**config.mk**
```make
export PLATFORM = sky130hd
export DESIGN_NAME = key_debounce_led
export DESIGN_NICKNAME = d
export VERILOG_FILES = /design/src/rtl/key_debounce_pkg.sv /design/src/rtl/key_debounce_led_sync.sv /design/src/rtl/key_debounce_led.sv
export SDC_FILE = /design/constraint.sdc
export NUM_CORES = 1
export LEC_CHECK = 0
export BUFFER_PORTS_ARGS = -buffer_cell sky130_fd_sc_hd__buf_2
export CELL_PAD_IN_SITES_DETAIL_PLACEMENT = 0
export CELL_PAD_IN_SITES_GLOBAL_PLACEMENT = 1
export CORE_MARGIN = 3
export CORE_UTILIZATION = 24
export CTS_BUF_LIST = sky130_fd_sc_hd__clkbuf_2 sky130_fd_sc_hd__clkbuf_4 sky130_fd_sc_hd__clkbuf_8
export CTS_CLUSTER_SIZE = 10
export DETAILED_ROUTE_END_ITERATION = 12
export PLACE_DENSITY = 0.43
export SYNTH_ARGS = -nofsm -noshare
export SYNTH_HDL_FRONTEND = slang
export SYNTH_SLANG_ARGS = --single-unit
```
**constraint.sdc**
```tcl
create_clock -name sys_clk -period 2.3 [get_ports sys_clk]
set_clock_uncertainty 0.15 [all_clocks]
set_input_delay 0.115 -clock sys_clk [delete_from_list [all_inputs] [get_ports sys_clk]]
set_output_delay 0.115 -clock sys_clk [all_outputs]
set_load 0.1 [all_outputs]
```
**src/rtl/key_debounce_pkg.sv**
```systemverilog
// Shared constants and the counter step rule for the push-button debouncer.
package key_debounce_pkg;

  localparam int CNT_W = 20;

  typedef logic [CNT_W-1:0] cnt_t;

  localparam cnt_t DEF_CNT_MAX_1 = 20'd999_999;
  localparam cnt_t DEF_CNT_MAX_2 = 20'd999_998;
  localparam logic LED_RST_VAL   = 1'b1;
  localparam logic KEY_RELEASED  = 1'b1;

  // A released sample restarts the window; a held press saturates instead of wrapping.
  function automatic cnt_t cnt_step(input logic key_s, input cnt_t cnt, input cnt_t cnt_max);
    if (key_s == KEY_RELEASED) begin
      return '0;
    end else if (cnt == cnt_max) begin
      return cnt;
    end else begin
      return cnt + cnt_t'(1);
    end
  endfunction

endpackage

```
**src/rtl/key_debounce_led_sync.sv**
```systemverilog
// Two-flop synchronizer for the raw button pin; resets to the released level.
module key_sync_2ff
  import key_debounce_pkg::*;
(
  input  logic clk,
  input  logic rst_n,
  input  logic d,
  output logic q
);

  logic sync1_q, sync1_d;
  logic sync2_q, sync2_d;

  always_comb begin
    sync1_d = d;
    sync2_d = sync1_q;
  end

  always_ff @(posedge clk or negedge rst_n) begin
    if (!rst_n) begin
      sync1_q <= KEY_RELEASED;
      sync2_q <= KEY_RELEASED;
    end else begin
      sync1_q <= sync1_d;
      sync2_q <= sync2_d;
    end
  end

  assign q = sync2_q;

endmodule

```
**src/rtl/key_debounce_led.sv**
```systemverilog
// Debounces an active-low push-button and toggles the LED once per qualified press.
// Optional build macro KEY_DEBOUNCE_SYNC_EN inserts a 2-flop input synchronizer.
module key_debounce_led
  import key_debounce_pkg::*;
#(
  parameter cnt_t cntMAX_1 = DEF_CNT_MAX_1,
  parameter cnt_t cntMAX_2 = DEF_CNT_MAX_2
) (
  input  logic sys_clk,
  input  logic sys_rst_n,
  input  logic key_in,
  output logic led_out
);

  logic key_s;
  cnt_t cnt_q, cnt_d;
  logic key_flag_q, key_flag_d;
  logic led_q, led_d;

`ifdef KEY_DEBOUNCE_SYNC_EN
  key_sync_2ff u_key_sync (
    .clk   (sys_clk),
    .rst_n (sys_rst_n),
    .d     (key_in),
    .q     (key_s)
  );
`else
  assign key_s = key_in;
`endif

  // cntMAX_2 sits below the saturation value, so the flag fires once per low period.
  always_comb begin
    cnt_d      = cnt_step(key_s, cnt_q, cntMAX_1);
    key_flag_d = (key_s != KEY_RELEASED) && (cnt_q == cntMAX_2);
    led_d      = key_flag_q ? ~led_q : led_q;
  end

  always_ff @(posedge sys_clk or negedge sys_rst_n) begin
    if (!sys_rst_n) begin
      cnt_q      <= '0;
      key_flag_q <= 1'b0;
      led_q      <= LED_RST_VAL;
    end else begin
      cnt_q      <= cnt_d;
      key_flag_q <= key_flag_d;
      led_q      <= led_d;
    end
  end

  assign led_out = led_q;

endmodule

```
# Word level (Yosys, flattened, before mapping)
# Cells that the tools add are included.
# word_totals
ff_bits	22
inputBits	3
out_inout_bits	1
word_cells	12
# classes
n_addsub	1
eq_ne	3
mux	2
bitwise	2
reduce_logical	1
# ops
operator	n
== test 20 bit, second input constant	2
two-way mux 20 bit	2
adder 20 x 1 -> 20 bit, second input constant	1
!= test 2 bit, second input constant	1
inverter 1 bit	2
logical AND 1 bit	1

# Logic depth before layout (Yosys ltp)
# Gate-level depths: netlist (run 1).
# logic_depth
ltp_word	3
depth_mapped	5
depth_no_buf	5

# Worst setup path after synthesis (run 1)
# No wires, ideal clock.
# synth_timing
kind	register to register
start	register cnt_q[1]
end	register cnt_q[18]
setup_ns	0.078
arrival_time_ns	1.758
t_required_ns	2.072
setup_slack_ns	0.314
stages_incl_launch_ff	6
path_buffers	0
period_less_slack_ns	1.986
path_cell_list	dfrtp_1 -> ha_1 -> nand3_2 -> or3_4 -> or4_1 -> a21oi_1
# synth_between
elab_chain_cells	3
elab_cells_between_ends	5
classes_between	add/sub (1); eq/ne (2); mux (2)
# synth_lines
item	line_no	source
from (decl)	key_debounce_led.sv:16	cnt_t cnt_q, cnt_d;
from (signal assigned)	key_debounce_led.sv:44	cnt_q <= cnt_d;
adder 20 x 1 -> 20 bit	key_debounce_pkg.sv:20	return cnt + cnt_t'(1);
two-way mux 20 bit	key_debounce_pkg.sv:17	end else if (cnt == cnt_max) begin
two-way mux 20 bit	key_debounce_pkg.sv:15	if (key_s == KEY_RELEASED) begin
# Several ways; a longest one is shown, not always the timed one. The select of a mux whose other input is x is not followed.
# A chain may end at the register's enable or synchronous reset.

# Worst setup path in the final report (run 1)
# Ends and elaborated chain as after synthesis.

==> results of run 1 <==
## where the power goes
| group | leakage, nW | internal [W] | switching (W) | total (W) |
|---|---|---|---|---|
| Sequential | 0.301 | 0.000391 | 0.00000632 | 0.000397 |
| Clock | 0.0262 | 0.000135 | 0.000126 | 0.000261 |
| Combinational | 0.194 | 0.00000798 | 0.0000198 | 0.0000278 |
| Total | 0.522 | 0.000534 | 0.000152 | 0.000686 |
## cells in the final DEF (no fill, tap or decap), drive strengths merged, types with 3 or more instances in the layout
master | synthesis | final
dfrtp | 21 | 21
nor2 | 12 | 12
a21oi | 10 | 10
nand3 | 8 | 8
nand2 | 7 | 7
xnor2 | 7 | 7
o21ai | 6 | 6
or3 | 6 | 6
inv | 5 | 5
nor3 | 5 | 5
buf | 1 | 5
and3 | 4 | 4
clkbuf | 2 | 4
o31ai | 3 | 3
or4 | 3 | 3
nor4 | 3 | 3
## kinds of logic after synthesis
| family | Yosys count | synth area share |
|---|---|---|
| buffers and inverters | 8 | 0.02626 |
| DFF | 22 | 0.4632 |
| and+or+nand+nor | 60 | 0.2983 |
| AOI/OAI and AO/OA | 23 | 0.1135 |
| xor gates and xnor gates | 8 | 0.05883 |
| adders and majority gates | 2 | 0.02101 |
| muxes | 2 | 0.01891 |
## final cells by class
| type | count | area [sq um] | area share |
|---|---|---|---|
| clock buffers | 4 | 48.80 | 0.03611 |
| inverters | 5 | 18.77 | 0.01389 |
| multi-input cells | 95 | 608.1 | 0.4500 |
| flip-flops and latches | 22 | 551.8 | 0.4083 |
| well taps | 67 | 83.83 | 0.06204 |
| repair buffers | 6 | 40.04 | 0.02963 |
## stage by stage
step / total power (W) / setup WS, ps / area [sq um] / hold WS [ps]
2_1_floorplan: 0.0004163 / 314.1 / 1191 / -330.6
3_3_place_gp: 0.0004317 / 298.8 / 1292 / -17.43
3_5_place_dp: 0.0004326 / 240.8 / 1292 / -22.35
4_1_cts: 0.0007024 / 213.4 / 1351 / 146.9
5_1_grt: 0.0007267 / 106.4 / 1351 / 167.5
6_report: 0.0006861 / 245.3 / 1351 / 141.0
## worst max-delay path, cell delays in order, from the launching register on
cell and delay [ps]:
dfrtp_1 420, ha_1 240, nand3_2 100, or3_4 430, or4_1 470, a21oi_1 160
## Yosys cell counts (2+ instances only)
cell type   n  area (sq um)
a21oi_1    10         50.05
and2_1      2         12.51
and3_1      4         25.02
clkbuf_1    2         7.510
dfrtp_1    21         525.5
ha_1        2         25.02
inv_1       5         18.77
mux2_2      2         22.52
nand2_1     7         26.28
nand3_1     7         35.03
nor2_1     12         45.04
nor2b_1     2         12.51
nor3_1      5         25.02
nor4_1      3         18.77
nor4b_1     2         17.52
o21ai_0     6         30.03
o31ai_1     3         22.52
or3_1       5         31.28
or4_1       3         22.52
xnor2_1     7         61.31
## final timing paths
kind / to / startpoint / depth (start not counted) / slack, ps
worst min-delay path: cnt_q[9] / key_in / 2 / 140
max in group asynchronous: led_out / sys_rst_n / 2 / 1420
min in group asynchronous: cnt_q[1] / sys_rst_n / 2 / 210
worst min register to register: led_out / key_flag_q / 1 / 250
worst max-delay path: cnt_q[18] / cnt_q[1] / 5 / 250
worst max register to register: cnt_q[18] / cnt_q[1] / 5 / 250
## sequential cells by signal (all words and copies together), names as in the netlist
| register | flops |
|---|---|
| cnt_q | 20 |
| key_flag_q | 1 |
| led_out | 1 |
## routing by layer
metal | up-vias | wire length [microns] | global-route usage
li1 | 473 | - | -
met1 | 483 | 1450 | 0.1430
met2 | 15 | 1217 | 0.1678
met3 | 2 | 105 | 0.02837
met4 | 0 | 25 | 0.02717
met5 | - | 0 | 0
## repair_timing
action / in CTS / in global routing
setup endpoints to repair: 0 / 0
hold buffers: 1 / 0
hold endpoints to repair: 21 / 0
==> run summary, run 1 <==
final worst-path cycle share: 0.8934
post-synthesis net count: 130
Antenna diodes: 0
worst rel slew slack: 0.6448
pwr dens: 507.7 nW/um^2
leak pwr: 0.5217 nW
worst slew pin tran: 532.8 ps
Seq cells post-synth: 22
worst setup path category: flip-flop to flip-flop
CP required: 2330 ps
Syn Std Cell Area: 1191 sq um
Total Routed Length: 2798 microns
Antenna Nets Post-Route: 0
CP Capture Type: flip-flop
fin nets: 138
total track usage: 0.1060
clock tree sinks: 22
Die X: 76.45 microns
Slew Limit Fails: 0
Final HPWL DP: 1942 microns
Root Buffer: clkbuf_8
Cell variety after synth: 35
total I/O pin count: 4
Die H: 76.45 microns
RSZ-0062 raised after global routing: false
H-tree depth: 1
Fmax achieved: 486.7 MHz
largest net degree at the start of global routing: 25
clk slew on worst S/H paths: 80 ps
CTS tree: done
grt ovf: 0
total die area: 5845 sq um
Hold Fails Final Rpt: 0
Core Util, Final: 0.2842
status: completed
Max clock buf depth: 2
peak fanout along the critical path: 5
post-synthesis sequential area ratio: 0.4632
cell count after synthesis: 125
syn avg cell area: 9.529 sq um
GP Congestion: 0.7561
Initial Util: 0.2505
Setup crit start kind: flip-flop
setup TNS: 0 ps
dominant synthesized flop cell: dfrtp_1
Non-Filler Instances: 199
routed via count: 973
total setup buffers inserted after CTS: 0
Max-Cap Viols: 0
first-pass GRT wire length: 4926 microns
Vias/cell: 4.889
port bufs: 3
Core ar.: 4755 sq um
Core Rows: 25
Arr. time, crit path: 2090 ps
Clock Latency Late Sink: 260 ps
peak supply drop: 0.2981 mV
Placed Cells incl. Taps: 194
1st-iter DRT viols: 26
Post-CTS Resized: 0
setup violators final: 0
CTS Buf Count: 3
min Tclk post-route: 2055 ps
drt drc: 0
routed len/inst: 14.06 microns
Area Growth Syn to Fin: 13.45%
drt pass-1 iters: 4
Post-synth ARST share: 1.000
initial antenna violation count: 0
number of synthesized flops with an enable pin: 0
yosys warns: 0
FILL cells: 543
hold crit path type: input port to flip-flop
vias in the first global route: 998
layout cells sized above 1: 0.1136
Power figures use the tool's default switching activity.
==> inputs of run 2 (changes only) <==
- RECOVER_POWER: default -> 25
==> run 2 against run 1 <==
Die area unchanged. Non-clock buffer count did not move. Utilization hardly changed. Setup slack hardly changed. Global-route usage unchanged. Power is essentially flat. Register-to-register slack about the same. Sequential power hardly changed. Fmax barely moved. Largest cell class unchanged. Highest routed layer unchanged.
==> run summary, run 2 (synthesis gave the netlist of run 1 again) <==
crit-path cells: ha_1, nand3_2, or3_4, or4_1, a21oi_1
routed len/inst: 14.05 microns (-0.11%)
Setup crit start kind: flip-flop
grt ovf: 0 (unchanged)
GP Congestion: 0.7561 (unchanged)
reg2reg path depth: 5 (unchanged)
max reg flops: 20 (unchanged)
drt pass-1 iters: 4 (unchanged)
flop2flop setup slack: 250 ps (about the same)
Hold Fails Final Rpt: 0 (unchanged)
CP required: 2330 ps (about the same)
RSZ-0062 raised after global routing: false
r2r endpoint: cnt_q[18]
Core ar.: 4755 sq um (unchanged)
Core Util, Final: 0.2839 (about the same)
Max-Cap Viols: 0 (unchanged)
CTS tree: done
Clock Latency Late Sink: 260 ps (about the same)
total die area: 5845 sq um (unchanged)
hold crit path type: input port to flip-flop
Arr. time, crit path: 2090 ps (about the same)
Final HPWL DP: 1942 microns (unchanged)
Fmax achieved: 486.7 MHz (about the same)
Die H: 76.45 microns (unchanged)
clk slew on worst S/H paths: 80 ps (about the same)
largest net degree at the start of global routing: 25 (unchanged)
Top reg by flops: cnt_q
layout cells sized above 1: 0.09848 (-0.01515)
CP startpoint: cnt_q[1]
status: completed
CTS Buf Count: 3 (unchanged)
most frequent cells in the layout: dfrtp_1, nor2_1, a21oi_1
Root Buffer: clkbuf_8
Area Growth Syn to Fin: 13.34% (about the same)
vias in the first global route: 998 (unchanged)
FILL cells: 544 (+0.18%)
CP Capture Type: flip-flop
crit path to: cnt_q[18]
setup slack at placement: 240.8 ps (unchanged)
setup TNS: 0 ps (unchanged)
first-pass GRT wire length: 4926 microns (unchanged)
total setup buffers inserted after CTS: 0 (unchanged)
commonest non-fill, non-tap cell in the layout: dfrtp_1
1st-iter DRT viols: 26 (unchanged)
Die X: 76.45 microns (unchanged)
port bufs: 3 (unchanged)
CP Buf/Inv Count: 0 (unchanged)
peak supply drop: 0.2981 mV (about the same)
pwr dens: 507.9 nW/um^2 (about the same)
fin nets: 138 (unchanged)
crit-path leading delay family: simple AND/OR/NAND/NOR gates
total track usage: 0.1060 (unchanged)
worst hold margin: 141.0 ps (unchanged)
H-tree depth: 1 (unchanged)
Slowest-stage cell, CP: or4_1
final worst-path cycle share: 0.8934 (about the same)
Antenna diodes: 0 (unchanged)
leak pwr: 0.5192 nW (-0.47%)
Initial Util: 0.2505 (unchanged)
Total Routed Length: 2795 microns (-0.11%)
Antenna Nets Post-Route: 0 (unchanged)
routed via count: 974 (+0.10%)
Critical Path Stages: 5 (unchanged)
peak fanout along the critical path: 5 (unchanged)
Worst R2R Start: cnt_q[1]
clock tree sinks: 22 (unchanged)
setup violators final: 0 (unchanged)
post-route setup slack: 245.2 ps (-0.02700 ps)
drt drc: 0 (unchanged)
Critical Path Max Stage Delay: 470 ps (about the same)
Vias/cell: 4.894 (+0.10%)
min Tclk post-route: 2055 ps (+0.02700 ps)
Core Rows: 25 (unchanged)
worst slew pin tran: 1274 ps (+741.6 ps)
worst setup path category: flip-flop to flip-flop
worst rel slew slack: 0.1504 (-0.4944)
Max clock buf depth: 2 (unchanged)
Slew Limit Fails: 0 (unchanged)
initial antenna violation count: 0 (unchanged)
total I/O pin count: 4 (unchanged)
-- run 2: cell count changes in the layout (fill, tap and decap cells not counted) --
cell | previous run | this run
buf_2 | 3 | 2
dfstp_1 | 0 | 1
clkbuf_1 | 0 | 1
dfstp_2 | 1 | 0
-- run 2: worst reg2reg max path, delay by kind of cell (launching register included) --
| kind | cells | cell delay [ps] |
|---|---|---|
| simple gates | 3 | 1010 |
| flops | 1 | 420 |
| fa+ha+maj | 1 | 240 |
| compound gates | 1 | 160 |
-- run 2: power breakdown --
| group | leakage [nW] | switching (W) | internal, W |
|---|---|---|---|
| logic | 0.192 | 0.0000198 | 0.00000773 |
| clock network | 0.0262 | 0.000126 | 0.000135 |
| registers | 0.302 | 0.00000632 | 0.000391 |
| total | 0.519 | 0.000152 | 0.000534 |
-- run 2: worst min-delay path by stage --
stage                  to  slack, ps  depth (start not counted)       from
2_1_floorplan    cnt_q[0]       -330                          0  sys_rst_n
3_3_place_gp   key_flag_q        -20                          1  sys_rst_n
3_5_place_dp     cnt_q[3]        -20                          1  sys_rst_n
4_1_cts          cnt_q[9]        150                          2     key_in
5_1_grt         cnt_q[14]        170                          2     key_in
6_report         cnt_q[9]        140                          2     key_in
-- run 2: area by class of cell --
type / count / area [sq um] / share of cell area
Clock buffer: 4 / 48.80 / 0.03614
Sequential cell: 22 / 551.8 / 0.4087
Timing Repair Buffer: 6 / 38.79 / 0.02873
Tap cell: 67 / 83.83 / 0.06209
Inverter: 5 / 18.77 / 0.01390
Multi-Input combinational cell: 95 / 608.1 / 0.4504
-- run 2: repair_timing --
item	CTS	global route
endpoints found under the hold margin	21	0
resized for setup	0	0
hold buffers	1	0
-- run 2: routing by layer --
metal / GRT usage / wire [microns]
met3: 0.02837 / 105
met4: 0.02717 / 25
met1: 0.1430 / 1448
met5: 0 / 0
met2: 0.1678 / 1215
-- run 2: metrics by stage --
stage          instance area [sq um]  total power, W  instances
2_1_floorplan                   1191       0.0004163        125
3_3_place_gp                    1292       0.0004317        194
3_5_place_dp                    1292       0.0004326        194
4_1_cts                         1351       0.0007024        199
5_1_grt                         1350       0.0007264        199
6_report                        1350       0.0006857        199
